### src/rtl/uart_tx_packetizer_if.sv
// Result-word handshake between the arithmetic core and the UART packetizer.
interface uart_tx_packetizer_if #(
    parameter int unsigned NBYTES = 4
) ();
    logic                  resValid;
    logic [8*NBYTES-1:0]   resData;
    logic                  resReady;

    modport master (output resValid, output resData, input resReady);
    modport slave  (input resValid, input resData, output resReady);
endinterface

### src/rtl/uart_tx_packetizer.sv
// Serialises one result word into a UART byte frame: optional header, data MSB first,
// optional XOR checksum. One start request per byte, each gated by the previous byte's done.
module uart_tx_packetizer #(
    parameter int unsigned NBYTES      = 4,
    parameter bit          HEADER_EN   = 1'b1,
    parameter logic [7:0]  HEADER_BYTE = 8'hA5,
    parameter bit          CHECKSUM_EN = 1'b1
) (
    input  logic                 iClk,
    input  logic                 iRstN,
    uart_tx_packetizer_if.slave  res,
    output logic                 oTxStart,
    output logic [7:0]           oTxByte,
    input  logic                 iTxBusy,
    input  logic                 iTxDone,
    output logic                 oBusy,
    output logic                 oFrameDone
);
    localparam int unsigned Width   = 8 * NBYTES;
    localparam int unsigned Len     = 32'(HEADER_EN) + NBYTES + 32'(CHECKSUM_EN);
    localparam logic [4:0]  LastIdx = 5'(Len - 1);

    typedef enum logic [2:0] {sIDLE, sLOAD, sWAIT, sNEXT, sDONE} stateE;

    stateE              state;
    logic [Width-1:0]   shiftReg;
    logic [4:0]         idx;
    logic [7:0]         checksum;
    logic               resReady;

    logic               sentData;
    logic               sendingChecksum;
    logic [4:0]         nextIdx;
    logic [Width-1:0]   nextShift;
    logic [7:0]         nextByte;
    logic [7:0]         firstByte;

    assign res.resReady = resReady;

    always_comb begin
        sendingChecksum = CHECKSUM_EN && (idx == LastIdx);
        sentData        = !(HEADER_EN && (idx == 5'd0)) && !sendingChecksum;
        nextIdx         = idx + 5'd1;
        nextShift       = sentData ? (shiftReg << 8) : shiftReg;
        // The checksum register already holds every byte issued so far in this frame.
        if (CHECKSUM_EN && (nextIdx == LastIdx)) begin
            nextByte = checksum;
        end else begin
            nextByte = nextShift[Width-1 -: 8];
        end
        firstByte = HEADER_EN ? HEADER_BYTE : res.resData[Width-1 -: 8];
    end

    always_ff @(posedge iClk) begin
        if (!iRstN) begin
            state      <= sIDLE;
            shiftReg   <= '0;
            idx        <= '0;
            checksum   <= '0;
            oTxStart   <= 1'b0;
            oTxByte    <= '0;
            oBusy      <= 1'b0;
            oFrameDone <= 1'b0;
            resReady   <= 1'b1;
        end else begin
            oTxStart   <= 1'b0;
            oFrameDone <= 1'b0;
            case (state)
                sIDLE: begin
                    if (res.resValid) begin
                        shiftReg <= res.resData;
                        checksum <= '0;
                        idx      <= '0;
                        oTxByte  <= firstByte;
                        oBusy    <= 1'b1;
                        resReady <= 1'b0;
                        state    <= sLOAD;
                    end
                end
                sLOAD: begin
                    if (!iTxBusy) begin
                        oTxStart <= 1'b1;
                        if (!sendingChecksum) begin
                            checksum <= checksum ^ oTxByte;
                        end
                        state <= sWAIT;
                    end
                end
                sWAIT: begin
                    if (iTxDone) begin
                        state <= sNEXT;
                    end
                end
                sNEXT: begin
                    if (idx == LastIdx) begin
                        oFrameDone <= 1'b1;
                        state      <= sDONE;
                    end else begin
                        idx      <= nextIdx;
                        shiftReg <= nextShift;
                        oTxByte  <= nextByte;
                        state    <= sLOAD;
                    end
                end
                sDONE: begin
                    oBusy    <= 1'b0;
                    resReady <= 1'b1;
                    state    <= sIDLE;
                end
                default: begin
                    state      <= sIDLE;
                    shiftReg   <= '0;
                    idx        <= '0;
                    checksum   <= '0;
                    oTxStart   <= 1'b0;
                    oTxByte    <= '0;
                    oBusy      <= 1'b0;
                    oFrameDone <= 1'b0;
                    resReady   <= 1'b1;
                end
            endcase
        end
    end
endmodule

### src/flat_wrapper.sv
// flat-port wrapper written by rule: the top's interface ports become plain ports
module uart_tx_packetizer_flat 
#(
    parameter int unsigned NBYTES      = 4,
    parameter bit          HEADER_EN   = 1'b1,
    parameter logic [7:0]  HEADER_BYTE = 8'hA5,
    parameter bit          CHECKSUM_EN = 1'b1
)
  (iClk, iRstN, oTxStart, oTxByte, iTxBusy, iTxDone, oBusy, oFrameDone, res_resValid, res_resData, res_resReady);
  uart_tx_packetizer_if #(.NBYTES(NBYTES)) res_i ();
  input  logic iClk;
  input  logic iRstN;
  output logic oTxStart;
  output logic [7:0] oTxByte;
  input  logic iTxBusy;
  input  logic iTxDone;
  output logic oBusy;
  output logic oFrameDone;
  input wire logic [$bits(res_i.resValid)-1:0] res_resValid;
  input wire logic [$bits(res_i.resData)-1:0] res_resData;
  output wire logic [$bits(res_i.resReady)-1:0] res_resReady;
  assign res_i.resValid = res_resValid;
  assign res_i.resData = res_resData;
  assign res_resReady = res_i.resReady;
  uart_tx_packetizer #(.NBYTES(NBYTES), .HEADER_EN(HEADER_EN), .HEADER_BYTE(HEADER_BYTE), .CHECKSUM_EN(CHECKSUM_EN)) u_core (.iClk(iClk), .iRstN(iRstN), .res(res_i), .oTxStart(oTxStart), .oTxByte(oTxByte), .iTxBusy(iTxBusy), .iTxDone(iTxDone), .oBusy(oBusy), .oFrameDone(oFrameDone));
endmodule
### config.mk
export PLATFORM = sky130hd
export DESIGN_NAME = uart_tx_packetizer_flat
export DESIGN_NICKNAME = d
export VERILOG_FILES = /design/src/rtl/uart_tx_packetizer_if.sv /design/src/rtl/uart_tx_packetizer.sv /design/src/flat_wrapper.sv
export SDC_FILE = /design/constraint.sdc
export NUM_CORES = 1
export LEC_CHECK = 0
export CAP_MARGIN = 20
export CORE_MARGIN = 4
export CORE_UTILIZATION = 53
export CTS_CLUSTER_DIAMETER = 50
export DETAILED_ROUTE_END_ITERATION = 8
export PLACE_DENSITY = 0.9
export SYNTH_ARGS = -nofsm -noshare
export SYNTH_HDL_FRONTEND = slang
export SYNTH_SLANG_ARGS = --single-unit
### constraint.sdc
create_clock -name iClk -period 2.18 [get_ports iClk]
set_input_delay 0.436 -clock iClk [delete_from_list [all_inputs] [get_ports iClk]]
set_output_delay 0.436 -clock iClk [all_outputs]
set_load 0.005 [all_outputs]
Word level (Yosys, flattened, before mapping)

Index checks and enable logic that the tools add are counted.
Widths: inputs -> output; s select.

Input port bits: 37
Word-level logic and storage cells: 68
Register bits: 60

Bitwise gates (word level): 4
Reductions and logical operators: 15
Muxes and demuxes: 26
Equality and inequality tests: 12
Add/sub/neg operators: 1

Operators with widths:

| kind                | number |
|---|---|
| $mux 32             | 3 |
| $pmux 32 s3         | 1 |
| $mux 8              | 6 |
| $pmux 8 s3          | 2 |
| $pmux 5 s3          | 1 |
| $mux 3              | 4 |
| $pmux 3 s4          | 1 |
| $eq 5x3->1 const B  | 2 |
| $mux 5              | 2 |
| $ne 2x2->1 const B  | 5 |
| $reduce_or 3->1     | 3 |
| $reduce_and 4->1    | 2 |
| $xor 8x8->8         | 1 |
| $eq 3x2->1 const B  | 2 |
| $reduce_and 2->1    | 3 |
| $reduce_and 3->1    | 2 |
| $add 5x1->5 const B | 1 |
| $logic_not 5->1     | 1 |
| $mux 1              | 4 |
| $pmux 1 s2          | 2 |
| $eq 3x1->1 const B  | 1 |
| $eq 3x3->1 const B  | 1 |
| $logic_not 3->1     | 1 |
| $not 1->1           | 3 |
| 3 further kinds     | 4 |

Longest topological paths before layout

Depth after elaboration: 7
Mapped depth: 9
Depth with buffers taken out: 7

Least setup slack after synthesis

No wires, ideal clock.

Path type: flip-flop to flip-flop
From: register u_core.idx[0]
To: register u_core.shiftReg[24]
Arrival time: 1698 ps
Cell stages (with the launch flop): 8
Setup slack: 360 ps
Path buffers: 1
Data required time: 2058 ps
Cell sequence: dfxtp_1 -> ha_1 -> nor4bb_1 -> buf_2 -> nor2_1 -> nand2_1 -> nor2_1 -> a221o_1

Cells in the longest elaborated chain, start to end: 6
Elaborated cells on any way between the ends: 10

RTL lines:

| what                                                 | line                                                                         | RTL |
|---|---|---|
| start: declaration                                   | uart_tx_packetizer.sv:27                                                     | `logic [4:0] idx;` |
| start signal: assignment                             | uart_tx_packetizer.sv:99                                                     | `idx <= nextIdx;` |
| $eq 5x3->1 / $logic_not 5->1 (equally long branches) | uart_tx_packetizer.sv:41, uart_tx_packetizer.sv:95, uart_tx_packetizer.sv:42 |  |
| $logic_not 1->1                                      | uart_tx_packetizer.sv:42                                                     | `sentData = !(HEADER_EN && (idx == 5'd0)) && !sendingChecksum;` |
| $logic_and 1x1->1                                    | uart_tx_packetizer.sv:42                                                     |  |
| $mux 32                                              | uart_tx_packetizer.sv:44                                                     | `nextShift = sentData ? (shiftReg << 8) : shiftReg;` |
| $mux 32                                              | uart_tx_packetizer.sv:95                                                     | `if (idx == LastIdx) begin` |
| $pmux 32 s3                                          | uart_tx_packetizer.sv:68                                                     | `case (state)` |
| end signal: assignment                               | uart_tx_packetizer.sv:71                                                     | `shiftReg <= res.resData;` |
| end signal: assignment                               | uart_tx_packetizer.sv:100                                                    | `shiftReg <= nextShift;` |
| end: declaration                                     | uart_tx_packetizer.sv:26                                                     | `logic [Width-1:0] shiftReg;` |

Several ways; a longest one is shown, not always the timed one. The select of a mux whose other input is x is not followed.
A chain may end at the register's enable or synchronous reset.

Worst setup path in the final report

From: register u_core.idx[0]
To: register u_core.shiftReg[25]

The elaborated chain is that of the path after synthesis.

==> summary.txt <==
Die Span X: 83.2 um
cell taking the most area after synthesis: dfxtp_1
Setup TNS: 0 ps
cell with the most instances after synthesis: dfxtp_1
top achievable clock speed: 488 MHz
Final ANT Viol Nets: 0
Nets: 407
CTS Sinks: 60
predominant post-synthesis flop cell: dfxtp_1
H-tree depth: 3
Slew Viols, Final: 0
met3 wire length: 400 um
worst-path maximum fanout: 9
Placer Congestion: 0.855
gate count of the mapped netlist: 306
Synthesized Nets: 347
Hold Path Stages: 2
outcome: completed
Top Metal Used: met4
TritonCTS clock tree: yes
pin count of the biggest net entering global routing: 26
Netlist cell types: 51
total iterations of the first detailed-routing run: 4
Worst Skew: 11.6 ps
kind of critical path: flop to flop
Pleak: 1.46 nW
Tmin final: 2050 ps
ranking of synthesized cells by area: dfxtp_1, a221oi_2, nor3b_2
crit start category: flop
Core Box Area: 5510 um^2
DP Area: 3610 um^2
sequential area share after synthesis: 40.1%
Antenna Cells: 0
Cell Area, Synth: 3000 um^2
Final setup viols: 0
top cell type's share of synthesized area: 40.1%
total wire length: 7430 um
# rows: 27
Final Hold Viols: 0
design area: 3810 um^2
wire per inst: 16.8 um
reg2reg start: u_core.idx[0]$_SDFFE_PN0P_
area grow syn2layout: 27.0%
DR WL met2: 3710 um
Worst slew margin: 66.6%
ys async rst share: 0%
hold wc startpoint: u_core.shiftReg[0]$_SDFFE_PN0P_
IO Pins: 49
Starting Density: 54.4%
first-pass GRT wire length: 12400 um
GR Util All Layers: 22.2%
Pwr per Cell Area: 714 nW/um^2
PortBufs: 48
vias in the first global route: 2514
clk root buf: clkbuf_8
Setup Fix Bufs, Post-CTS: 0
CTS buffer count: 9
DR iter-0 viols: 297
ratio of cells with drive above 1 in the final layout: 21.7%
CP Launch Point: u_core.idx[0]$_SDFFE_PN0P_
worst hold path type: flop to flop
Die Ht: 83.2 um
DP Wirelength: 5150 um
full die area: 6920 um^2
later-pin clock latency in the skew report: 340 ps
most instantiated cells after synthesis: dfxtp_1, nor2_1, nand3_1
number of synthesized flops with an enable pin: 0
Worst Setup End Kind: flop
clk slew on worst S/H paths: 70 ps
total grt overflow: 0
detailed-route via count: 2576
crit path DAT: 2290 ps
Yosys reg bits: 60
DR DRC count: 0
Via density: 5.84
M1 WL: 3160 um
Avg Cell Area, Syn: 9.79 um^2
Ys Warns: 0
Final Cycle Share: 94.1%
worst-case clock buffer depth: 2
initial antenna violation count: 0
WHS: 455 ps
worst-case reg-to-reg path depth: 7
RSZ-0062 raised after global routing: false
Max-Cap Viols: 0
filler instances: 408
Critical Path RT: 2420 ps
Final Util: 69.1%
Peak supply drop: 0.457 mV
actual slew at the worst max-slew pin: 501 ps
-- what timing repair did --
action	4_1_cts	5_1_grt
endpoints found under the setup margin	0	21
endpoints found under the hold margin	0	0
gates resized for setup	0	4
hold buffers	0	0
-- placed cells by master, fill, tap and decap left out, types with 6 or more instances in the layout --
| cell type | synthesis | routed |
|---|---|---|
| dfxtp_1 | 60 | 59 |
| clkdlybuf4s50_1 | 0 | 48 |
| nor2_1 | 38 | 38 |
| buf_4 | 3 | 22 |
| nand3_1 | 20 | 20 |
| nand2_1 | 13 | 13 |
| a221oi_2 | 12 | 12 |
| nor3b_2 | 12 | 12 |
| clkbuf_8 | 0 | 11 |
| mux2i_1 | 10 | 10 |
| a221o_1 | 8 | 8 |
| a21boi_1 | 8 | 8 |
| o21ai_0 | 7 | 7 |
| and3_1 | 7 | 7 |
| a21oi_1 | 7 | 7 |
| inv_1 | 6 | 6 |
-- sequential cells by signal, indices dropped and copies added (netlist names) --
signal and flops:
u_core.oTxByte 8, u_core.res.resReady 1, u_core.shiftReg 32, u_core.state 3, u_core.oTxStart 1, u_core.checksum 8
u_core.idx 5, u_core.oBusy 1, u_core.oFrameDone 1
-- cells by family (layout without fill, tap and decap cells) --
logic type,Yosys count,in the layout,share of synthesized area (%)
xor+xnor,8,8,2.34
mux,14,14,4.84
compound gates,70,70,21.5
simple gates,121,121,23.6
buf+inv,28,91,5.59
fa+ha+maj,5,5,2.05
flops,60,60,40.1
-- layer usage --
metal	track usage [%]	vias to the layer above
li1	-	1242
met1	28.1	1238
met2	35.7	81
met3	4.66	15
met4	10.8	0
met5	0	-
-- worst paths after layout --
path                                 endpoint  slack (ps)
min           u_core.shiftReg[0]$_SDFFE_PN0P_         450
min reg2reg   u_core.shiftReg[0]$_SDFFE_PN0P_         450
max reg2reg  u_core.shiftReg[25]$_SDFFE_PN0P_         130
max          u_core.shiftReg[25]$_SDFFE_PN0P_         130
-- where the power goes --
group | leakage (nW) | switching (W) | total, W | internal [W]
Sequential | 0.492 | 0.0000626 | 0.00124 | 0.00117
Clock | 0.0983 | 0.000423 | 0.000999 | 0.000576
Combinational | 0.865 | 0.000233 | 0.000480 | 0.000247
-- worst max-delay path: stages (launching register included) --
cell     delay, ps
dfxtp_2        400
ha_1           220
mux2i_1        100
nor3_2         240
buf_4          260
mux2_2         360
nor2b_1        130
a221o_1        250
-- per-stage QoR --
stage          instances  setup slack, ps  total power (W)
2_1_floorplan        306              360          0.00154
3_3_place_gp         427             80.4          0.00171
3_5_place_dp         427             22.0          0.00173
4_1_cts              441             33.5          0.00272
5_1_grt              441             4.26          0.00281
6_report             441              130          0.00272
-- layout make-up --
| class | instances | area (um^2) | share of cell area (%) |
|---|---|---|---|
| clock buffers | 12 | 155 | 4.08 |
| flip-flops and latches | 60 | 1200 | 31.6 |
| clock inverters | 2 | 35.0 | 0.920 |
| inverters | 6 | 22.5 | 0.592 |
| multi-input cells | 218 | 1640 | 43.0 |
| well taps | 72 | 90.1 | 2.37 |
| repair buffers | 71 | 666 | 17.5 |
No activity file was read; power rests on OpenSTA's default activity.
